===== src/rtl/wishbone_arbiter_2m.sv =====
// Two-master round-robin Wishbone classic arbiter with a per-transfer ack timeout.
// Grant is one cycle after the request and is held until the owner drops cyc; acks pass through combinationally.
module wishbone_arbiter_2m #(
    parameter int ADDR_W         = 32,
    parameter int DATA_W         = 64,
    parameter int TIMEOUT_CYCLES = 1024,
    parameter int CNT_W          = 16
) (
    input  logic              clk_i,
    input  logic              rst_i,
    input  logic              m0_cyc_i,
    input  logic              m0_stb_i,
    input  logic              m0_we_i,
    input  logic [ADDR_W-1:0] m0_addr_i,
    input  logic [DATA_W-1:0] m0_data_i,
    output logic [DATA_W-1:0] m0_data_o,
    output logic              m0_ack_o,
    output logic              m0_err_o,
    input  logic              m1_cyc_i,
    input  logic              m1_stb_i,
    input  logic              m1_we_i,
    input  logic [ADDR_W-1:0] m1_addr_i,
    input  logic [DATA_W-1:0] m1_data_i,
    output logic [DATA_W-1:0] m1_data_o,
    output logic              m1_ack_o,
    output logic              m1_err_o,
    output logic              s_cyc_o,
    output logic              s_stb_o,
    output logic              s_we_o,
    output logic [ADDR_W-1:0] s_addr_o,
    output logic [DATA_W-1:0] s_data_o,
    input  logic [DATA_W-1:0] s_data_i,
    input  logic              s_ack_i,
    output logic [1:0]        grant_o
);

    typedef enum logic [1:0] {IDLE, OWN, ABORT} state_t;

    localparam bit               TO_EN   = (TIMEOUT_CYCLES > 0);
    localparam logic [CNT_W-1:0] TO_LAST = CNT_W'(TO_EN ? TIMEOUT_CYCLES - 1 : 0);

    state_t           state, state_nxt;
    logic             owner, owner_nxt;
    logic             last_grant, last_grant_nxt;
    logic [CNT_W-1:0] tcnt, tcnt_nxt;
    logic             m0_err_nxt, m1_err_nxt;
    logic             pick;
    logic             own_cyc, own_stb;

    assign own_cyc = owner ? m1_cyc_i : m0_cyc_i;
    assign own_stb = owner ? m1_stb_i : m0_stb_i;

    // Under contention the master not served last wins; otherwise the sole requester.
    assign pick = (m0_cyc_i && m1_cyc_i) ? ~last_grant : m1_cyc_i;

    always_ff @(posedge clk_i) begin
        if (rst_i) begin
            state      <= IDLE;
            owner      <= 1'b0;
            last_grant <= 1'b1;
            tcnt       <= '0;
            m0_err_o   <= 1'b0;
            m1_err_o   <= 1'b0;
        end else begin
            state      <= state_nxt;
            owner      <= owner_nxt;
            last_grant <= last_grant_nxt;
            tcnt       <= tcnt_nxt;
            m0_err_o   <= m0_err_nxt;
            m1_err_o   <= m1_err_nxt;
        end
    end

    always_comb begin
        state_nxt      = state;
        owner_nxt      = owner;
        last_grant_nxt = last_grant;
        tcnt_nxt       = tcnt;
        m0_err_nxt     = 1'b0;
        m1_err_nxt     = 1'b0;
        case (state)
            IDLE: begin
                tcnt_nxt = '0;
                if (m0_cyc_i || m1_cyc_i) begin
                    state_nxt      = OWN;
                    owner_nxt      = pick;
                    last_grant_nxt = pick;
                end
            end
            OWN: begin
                if (!own_cyc) begin
                    state_nxt = IDLE;
                    tcnt_nxt  = '0;
                end else if (TO_EN && own_stb && !s_ack_i) begin
                    if (tcnt == TO_LAST) begin
                        state_nxt  = ABORT;
                        tcnt_nxt   = '0;
                        m0_err_nxt = ~owner;
                        m1_err_nxt = owner;
                    end else begin
                        tcnt_nxt = tcnt + CNT_W'(1);
                    end
                end else begin
                    tcnt_nxt = '0;
                end
            end
            ABORT: begin
                tcnt_nxt = '0;
                if (!own_cyc) state_nxt = IDLE;
            end
            default: begin
                state_nxt = IDLE;
                tcnt_nxt  = '0;
            end
        endcase
    end

    always_comb begin
        grant_o  = 2'b00;
        s_cyc_o  = 1'b0;
        s_stb_o  = 1'b0;
        s_we_o   = 1'b0;
        s_addr_o = '0;
        s_data_o = '0;
        m0_ack_o = 1'b0;
        m1_ack_o = 1'b0;
        if (state == OWN || state == ABORT) grant_o = owner ? 2'b10 : 2'b01;
        if (state == OWN) begin
            s_cyc_o  = own_cyc;
            s_stb_o  = own_stb;
            s_we_o   = owner ? m1_we_i   : m0_we_i;
            s_addr_o = owner ? m1_addr_i : m0_addr_i;
            s_data_o = owner ? m1_data_i : m0_data_i;
            m0_ack_o = s_ack_i & ~owner;
            m1_ack_o = s_ack_i & owner;
        end
    end

    assign m0_data_o = s_data_i;
    assign m1_data_o = s_data_i;

endmodule


===== config.mk =====
export PLATFORM = sky130hd
export DESIGN_NAME = wishbone_arbiter_2m
export DESIGN_NICKNAME = d
export VERILOG_FILES = /design/src/rtl/wishbone_arbiter_2m.sv
export SDC_FILE = /design/constraint.sdc
export NUM_CORES = 1
export LEC_CHECK = 0
export ABC_AREA = 1
export CORE_AREA = 2 2 192 194
export DETAILED_ROUTE_END_ITERATION = 10
export DIE_AREA = 0 0 194 196
export GPL_TIMING_DRIVEN = 0
export PLACE_DENSITY = 0.4
export SETUP_SLACK_MARGIN = 0.1
export SYNTH_ARGS = -nofsm -noshare
export SYNTH_HDL_FRONTEND = slang
export SYNTH_SLANG_ARGS = --single-unit

===== constraint.sdc =====
create_clock -name clk_i -period 3.95 [get_ports clk_i]
set_clock_uncertainty 0.15 [all_clocks]
set_input_delay 0.5925 -clock clk_i [delete_from_list [all_inputs] [get_ports clk_i]]
set_output_delay 0.5925 -clock clk_i [all_outputs]
set_load 0.05 [all_outputs]

## After elaboration in Yosys (flattened, before gate mapping)

Cells that the tools add are included.

| word-level totals | value |
|---|---|
| memories kept | 0 |
| memory bits (read-only) | 0 |
| output and inout bits | 233 |
| bits in registers | 22 |
| bits in latches | 0 |
| memory bits (writable) | 0 |

| operators by class | value |
|---|---|
| order comparisons | 0 |
| reduce and logical (&&, ||, !) cells | 10 |
| shift-type cells | 0 |
| bitwise logic cells | 8 |
| muxes and demuxes | 21 |
| $mul | 0 |
| equal/unequal tests | 7 |
| divide/modulo/power cells | 0 |
| $add $sub $neg | 1 |

Operators by type and width:

| cell | number |
|---|---|
| 2-to-1 mux 64 bit | 2 |
| 2-to-1 mux 32 bit | 2 |
| adder 16 x 1 -> 16 bit (second input constant) | 1 |
| == test 16 x 10 -> 1 bit (second input constant) | 1 |
| 2-to-1 mux 2 bit | 7 |
| OR reduction 5 bit | 2 |
| 2-to-1 mux 1 bit | 9 |
| != test 3 bit (second input constant) | 2 |
| inverter 1 bit | 6 |
| one-hot mux 2 bit (3 select lines) | 1 |
| != test 2 bit (second input constant) | 2 |
| AND reduction 4 bit | 1 |
| bitwise AND 1 bit | 2 |
| == test 2 x 1 -> 1 bit (second input constant) | 1 |
| == test 2 bit (second input constant) | 1 |
| logical AND 1 bit | 2 |
| logical NOT 2 bit | 1 |
| logical OR 1 bit | 2 |
| AND reduction 2 bit | 1 |
| logical NOT 1 bit | 1 |

## Longest topological paths before layout

Gate-level depths: netlist (run 1).

| depth | value |
|---|---|
| depth after elaboration | 5 |
| mapped depth | 11 |

## Worst setup path after synthesis (run 1)

No wires, ideal clock.

| timing path | value |
|---|---|
| path type | register to output |
| start | register state[1] |
| end | output port m0_ack_o |
| path buffers | 1 |
| data required time | 3.207 ns |
| arrival | 1.966 ns |
| path slack | 1.242 ns |
| stages on the path, launching flop included | 6 |
| path through | dfxtp_1 inv_1 ha_1 inv_1 clkbuf_1 nor3_1 |

| on the way | value |
|---|---|
| cells in the longest elaborated chain, start to end | 2 |

Ends and longest elaborated chain:

| element | line | text |
|---|---|---|
| from (decl) | 42 | `state_t state, state_nxt;` |
| from (signal assigned) | 65 | `state <= state_nxt;` |
| == test 2 x 1 -> 1 bit | 128 | `if (state == OWN) begin` |
| 2-to-1 mux 1 bit | 128 |  |
| to (decl) | 17 | `output logic m0_ack_o,` |

Every way passes these cells.

## Final worst setup path (run 1)

| timing path | value |
|---|---|
| start | register state[1] |
| end | output port s_data_o[7] |

| on the way | value |
|---|---|
| cells in the longest elaborated chain, start to end | 2 |

Ends and longest elaborated chain:

| element | line | text |
|---|---|---|
| == test 2 x 1 -> 1 bit | 128 |  |
| 2-to-1 mux 64 bit | 128 |  |
| to (decl) | 31 | `output logic [DATA_W-1:0] s_data_o,` |

Every way passes these cells.

==> run summary, run 1 <==
Crit path buf inv count: 4
Die W: 194 um
Synth Area in Simple Gates: 33.3%
CP endpoint kind: output port
Vias per cell: 3.48
Met2 wire length: 12000 um
Top cells by count, synth: 228 x nand2_1, 130 x buf_4, 104 x a21oi_1
Area Growth Syn to Fin: 143%
WL/cell: 15.9 um
Placed cell count: 1521
DR top layer: met5
HPWL after DPL: 21100 um
Core ar.: 36100 sq um
Multiplexer area fraction after synthesis: 0%
H-tree depth: 1
DR vias: 5309
Setup repair bufs after CTS: 0
Synth Flop Type: dfxtp_1
Cells after Synth: 620
Pwr Density: 464 nW/um^2
Top cell type's share of synthesized area: 27.8%
CP required: 3210 ps
Slowest cell on the critical path: clkdlybuf4s50_1
Worst Tran Pin Value: 714 ps
Clk_lat worst skew: 250 ps
Cts bufs inserted: 3
DIE AREA: 38000 sq um
Setup violations, final: 0
RePlAce Congestion: 0.756
Syn. warnings: 0
Post-cts resize count: 0
DRT iter0 DRCs: 144
Synth unique cells: 27
Crit-path leading delay family: buffers and inverters
Setup TNS: 0 ps
Crit share post-route: 89.2%
Maxcap violations: 0
Pins over their slew limit: 0
Met1 wire length: 10500 um
Xor/xnor cell area share of the yosys netlist: 1.25%
Clock Root Buffer: clkbuf_16
Cell mode on critical path: inv_1
Grt ovf: 0
Lkg Pwr: 3.41 nW
Die Y: 196 um
Most frequent cell after synthesis: nand2_1
CP max stage delay: 800 ps
Peak Freq: 0.284 GHz
Critical-path maximum fanout: 10
Post-route cell area: 8520 sq um
# hold bufs at CTS: 0
Fin cells: 1526
Largest net degree at the start of global routing: 13
Fin crit period: 3520 ps
Rows: 70
Outcome: completed
PortBufs: 433
Longest Clk Path Bufs: 2
Setup crit start kind: flip-flop
Slew headroom: 52.2%
Crit path DAT: 2780 ps
Io pins: 498
Dominant cell type by area after synthesis: buf_4
Hold Violations, Final: 0
Max IR drop VDD: 230 uV
Initial Util: 9.71%
Number of synthesized flops with an enable pin: 0
Vias in the first global route: 5239
Layout cells sized above 1: 15.0%
Synthesized area per cell: 5.65 sq um
# clock sinks: 22
Adder-Cell Fraction of Synth Area: 1.79%
CP cell instances: inv_1 -> ha_1 -> inv_1 -> clkbuf_1 -> a21oi_1 -> clkdlybuf4s50_1
Post-Syn Nets: 890
Final nets: 1328
Routed length on met3: 1700 um
Main combinational cell family by area after synthesis: buffers and inverters
RSZ-0062 raised after global routing: false
Drt pass-1 iters: 4
CTS tree: done
First-pass GRT wire length: 34600 um
Clock-pin slew on the worst setup and hold paths: 60 ps
Post-synthesis async set-or-reset flop share: 0%
Gr usage total: 11.9%
Initial antenna violation count: 2
Crit path kind: flip-flop to output port
Seq/Total Area, Yosys: 12.6%
Detail Route Antenna Nets: 0
Placed Area: 8420 sq um
Synth top area cells: buf_4 28%, nand2_1 24%, a21oi_1 15%
Hold Path Class: flip-flop to flip-flop
Total length of routed wires: 24300 um
Yosys reg bits: 22
Synthesized cell area: 3500 sq um
Drt drc: 0
Compound-Gate Fraction of Synth Area: 16.3%
[sequential cells by signal, summed over array words and instances (netlist names)]
signal / cells
tcnt: 16
m1_err_o: 1
state: 2
owner: 1
m0_err_o: 1
last_grant: 1
[report_power, final]
| part | switching (W) | internal, W | total [W] |
|---|---|---|---|
| sequential | 0.00000858 | 0.000237 | 0.000245 |
| clock | 0.0000832 | 0.000155 | 0.000238 |
| combinational | 0.00236 | 0.00111 | 0.00347 |
| total | 0.00245 | 0.00150 | 0.00395 |
[metrics by stage]
stage / utilization, % / total power (W) / hold WS [ps] / worst slack [ps]
CTS: 23.6 / 0.00404 / 313 / 105
detailed placement: 23.3 / 0.00378 / 295 / 391
global route: 23.6 / 0.00418 / 333 / 151
global placement: 23.3 / 0.00380 / 294 / 400
floorplan: - / 0.00240 / 279 / 1240
finish: 23.6 / 0.00395 / 310 / 427
[worst paths after layout]
path / start / to / slack, ps / depth (start not counted)
setup / recovery: state[1]$_SDFFE_PP0P_ / s_data_o[7] / 430 / 6
hold / removal: tcnt[0]$_SDFF_PP0_ / tcnt[0]$_SDFF_PP0_ / 310 / 1
setup reg to reg: tcnt[0]$_SDFF_PP0_ / tcnt[7]$_SDFF_PP0_ / 2180 / 9
hold reg to reg: tcnt[0]$_SDFF_PP0_ / tcnt[0]$_SDFF_PP0_ / 310 / 1
[worst reg2reg max path: stages, from the launching register on]
cell,delay [ps]
dfxtp_1,370
ha_1,180
nand2_1,80
inv_1,90
nand2_2,80
nor2_4,190
nand2_1,150
nand3_4,150
buf_6,170
nor2_1,60
[cells in the final DEF (no fill, tap or decap), types with 6 or more instances in the layout]
cell type / instances
dfxtp_1: 22
nor3_1: 7
nand2_1: 228
buf_2: 6
buf_4: 130
a21oi_1: 104
nor2_1: 25
nand3_1: 11
clkbuf_1: 22
clkdlybuf4s50_1: 433
inv_1: 26
[per-layer routing]
layer,global-route usage [%],vias up
met2,21.2,246
met3,2.61,8
met4,0.926,2
met1,15.1,2362
li1,-,2691
met5,0,-
[logic make-up after synthesis]
group	after synthesis
simple gates	287
buf+inv	189
compound gates	112
flops	22
xor+xnor	5
fa+ha+maj	5
[final cells by class]
type | count | area (sq um)
Timing Repair Buffer | 433 | 4330
Fill cell | 4107 | 27600
Inverter | 27 | 101
Clock buffer | 4 | 88.8
Sequential cell | 22 | 440
Multi-Input combinational cell | 409 | 1840
Buffer | 162 | 1120
Antenna cell | 1 | 2.50
Tap cell | 468 | 586
Note: power is estimated with default switching activity, not from simulation.
==> run 2, diff against run 1 <==
--- a/config.mk
+++ b/config.mk
@@ -6,11 +6,11 @@
 export NUM_CORES = 1
 export LEC_CHECK = 0
 export ABC_AREA = 1
-export CORE_AREA = 2 2 192 194
+export CORE_AREA = 2 2 193 195
 export DETAILED_ROUTE_END_ITERATION = 10
-export DIE_AREA = 0 0 194 196
+export DIE_AREA = 0 0 195 197
 export GPL_TIMING_DRIVEN = 0
-export PLACE_DENSITY = 0.4
+export PLACE_DENSITY = 0.39
 export SETUP_SLACK_MARGIN = 0.1
 export SYNTH_ARGS = -nofsm -noshare
 export SYNTH_HDL_FRONTEND = slang
==> constraint.sdc (replaced) <==
create_clock -name clk_i -period 3.7 [get_ports clk_i]
set_clock_uncertainty 0.15 [all_clocks]
set_input_delay 0.555 -clock clk_i [delete_from_list [all_inputs] [get_ports clk_i]]
set_output_delay 0.555 -clock clk_i [all_outputs]
set_load 0.05 [all_outputs]
==> run 2 against run 1 <==
Net effect: hold slack lost 3.2 ps; clock power rose by 7%; flip-flop and latch count did not move; clock-buffer cell count is the same; cell count did not move; non-clock buffer count is the same; critical path depth unchanged; sequential power is 7% higher; register-to-register slack worse by 240 ps; core utilization fell by 0.10 points; worst setup slack lost 170 ps.
==> run summary, run 2 (same netlist as run 1, synthesis figures left out) <==
Outcome: completed (unchanged)
CP max stage delay: 750 ps (was 800 ps)
Die W: 195 um (was 194 um)
Slew headroom: 57.2% (was 52.2%)
Setup TNS: 0 ps (unchanged)
HPWL after DPL: 21600 um (was 21100 um)
Drt pass-1 iters: 6 (was 4)
# clock sinks: 22 (unchanged)
Cell mode on critical path: inv_1 (unchanged)
Die Y: 197 um (was 196 um)
Layout cells sized above 1: 15.3% (was 15.0%)
Maxcap violations: 0 (unchanged)
DR vias: 5259 (was 5309)
Max IR drop VDD: 231 uV (was 230 uV)
WL/cell: 16.5 um (was 15.9 um)
H-tree depth: 1 (unchanged)
Final nets: 1328 (unchanged)
Largest regs: tcnt: 16 flops, state: 2 flops (unchanged)
Power Total: 0.00424 W (was 0.00395 W)
Pins over their slew limit: 0 (unchanged)
Crit share post-route: 93.0%
Crit path kind: flip-flop to output port (unchanged)
Setup crit start: state[1]$_SDFFE_PP0P_ (unchanged)
Crit path DAT: 2740 ps (was 2780 ps)
Worst setup endpoint: s_data_o[23] (was s_data_o[7])
Worst Tran Pin Value: 642 ps (was 714 ps)
Fillers: 4103 (was 4107)
Drt drc: 0 (unchanged)
Max reg flops: 16 (unchanged)
Longest Clk Path Bufs: 2 (unchanged)
Initial Util: 9.67% (was 9.71%)
Most common cell after layout, fill and taps aside: clkdlybuf4s50_1 (unchanged)
Setup violations, final: 0 (unchanged)
Crit-path leading delay family: buffers and inverters (unchanged)
Clock Root Buffer: clkbuf_16 (unchanged)
Min-Delay Path Depth: 2 (was 1)
Flop-to-flop setup slack: 1940 ps (was 2180 ps)
Slowest cell on the critical path: clkdlybuf4s50_1 (unchanged)
Io pins: 498 (unchanged)
DRT iter0 DRCs: 161 (was 144)
Core ar.: 36300 sq um (was 36100 sq um)
Peak Freq: 0.291 GHz
Reg2reg start: tcnt[0]$_SDFF_PP0_ (unchanged)
Lkg Pwr: 3.47 nW (was 3.41 nW)
Total length of routed wires: 25100 um (was 24300 um)
Initial antenna violation count: 4 (was 2)
Setup repair bufs after CTS: 0 (unchanged)
DIE AREA: 38400 sq um (was 38000 sq um)
Clock-pin slew on the worst setup and hold paths: 60 ps (about the same)
Largest net degree at the start of global routing: 13 (unchanged)
Hold Violations, Final: 0 (unchanged)
Clk_lat worst skew: 250 ps (about the same)
Worst Reg-to-Reg Cells: 9 (unchanged)
RePlAce Congestion: 0.786 (was 0.756)
Critical path depth in cells: 6 (unchanged)
Area Growth Syn to Fin: 143% (about the same)
Cts bufs inserted: 3 (unchanged)
Rows: 70 (unchanged)
First-pass GRT wire length: 35000 um (was 34600 um)
Place WS: 15.5 ps (was 391 ps)
Grt ovf: 0 (unchanged)
Fin crit period: 3440 ps
Most frequent cells in the layout: 427 x clkdlybuf4s50_1, 228 x nand2_1, 130 x buf_4 (was 433 x clkdlybuf4s50_1, 228 x nand2_1, 130 x buf_4)
Gr usage total: 12.1% (was 11.9%)
PortBufs: 433 (unchanged)
CP required: 2990 ps (was 3210 ps)
Final worst slack: 258 ps (was 427 ps)
Vias per cell: 3.45 (was 3.48)
Area of the multi-input gates: 1840 sq um (unchanged)
CTS tree: done (unchanged)
Pwr Density: 498 nW/um^2 (was 464 nW/um^2)
Detail Route Antenna Nets: 0 (unchanged)
Final Util: 23.5% (was 23.6%)
Crit path buf inv count: 4 (unchanged)
FF/Latch Area: 440 sq um (unchanged)
FF-to-FF End: tcnt[9]$_SDFF_PP0_ (was tcnt[7]$_SDFF_PP0_)
CP cell instances: inv_1 -> ha_1 -> inv_1 -> clkbuf_1 -> a21oi_1 -> clkdlybuf4s50_1 (unchanged)
Critical-path maximum fanout: 10 (unchanged)
Hold Path Class: flip-flop to flip-flop (unchanged)
Biggest register: tcnt (unchanged)
RSZ-0062 raised after global routing: true (was false)
Vias in the first global route: 5221 (was 5239)
CP endpoint kind: output port (unchanged)
Setup crit start kind: flip-flop (unchanged)
==> run 2: cell count changes in the layout (fill, tap and decap cells not counted) <==
cell,delta
clkdlybuf4s50_1,-6
clkbuf_1,-4
dlygate4sd2_1,+4
clkbuf_2,+3
dlymetal6s2s_1,+2
buf_1,+1
==> run 2: final cells by class <==
type,instances,share of cell area [%]
Timing Repair Buffer,433,50.9
Inverter,27,1.19
Tap cell,468,6.87
Buffer,162,13.2
Clock buffer,4,1.04
Multi-Input combinational cell,409,21.6
Sequential cell,22,5.17
Antenna cell,1,0.0294
==> run 2: what timing repair did <==
action,4_1_cts,5_1_grt
endpoints found under the setup margin,20,36
hold buffers,0,0
resized for setup,6,7
pin swaps,0,0
==> run 2: worst reg2reg max path: cells and delay by family (launching register included) <==
family | cells | cell delay [ps]
fa+ha+maj | 1 | 180
flops | 1 | 370
buf+inv | 2 | 270
simple gates | 6 | 680
==> run 2: metal layers <==
metal  vias to the layer above  track usage (%)  share of wire [%]
li1                       2693                -                  -
met1                      2288             15.6                 43
met2                       252             20.6                 48
met3                        20             3.54                8.2
met4                         6             1.41                1.3
met5                         -                0               0.12
==> run 2: worst min path at each step <==
stage | slack [ps] | to | from
3_3_place_gp | 290 | tcnt[0]$_SDFF_PP0_ | tcnt[0]$_SDFF_PP0_
2_1_floorplan | 280 | tcnt[0]$_SDFF_PP0_ | tcnt[0]$_SDFF_PP0_
3_5_place_dp | 290 | last_grant$_SDFFE_PP1P_ | last_grant$_SDFFE_PP1P_
6_report | 310 | last_grant$_SDFFE_PP1P_ | last_grant$_SDFFE_PP1P_
4_1_cts | 310 | last_grant$_SDFFE_PP1P_ | last_grant$_SDFFE_PP1P_
5_1_grt | 340 | last_grant$_SDFFE_PP1P_ | last_grant$_SDFFE_PP1P_
==> run 2: power by group <==
| part | switching, W | total (W) | leakage, nW | internal (W) |
|---|---|---|---|---|
| combinational | 0.00255 | 0.00373 | 3.25 | 0.00118 |
| sequential | 0.00000870 | 0.000262 | 0.178 | 0.000253 |
| clock | 0.0000886 | 0.000254 | 0.0442 | 0.000165 |
==> run 2: through the flow <==
| stage | cell area [sq um] | hold slack (ps) | cells |
|---|---|---|---|
| global route | 8520 | 339 | 1526 |
| global placement | 8420 | 292 | 1521 |
| floorplan | 3500 | 279 | 620 |
| CTS | 8510 | 309 | 1525 |
| detailed placement | 8420 | 294 | 1521 |
| finish | 8520 | 306 | 1526 |
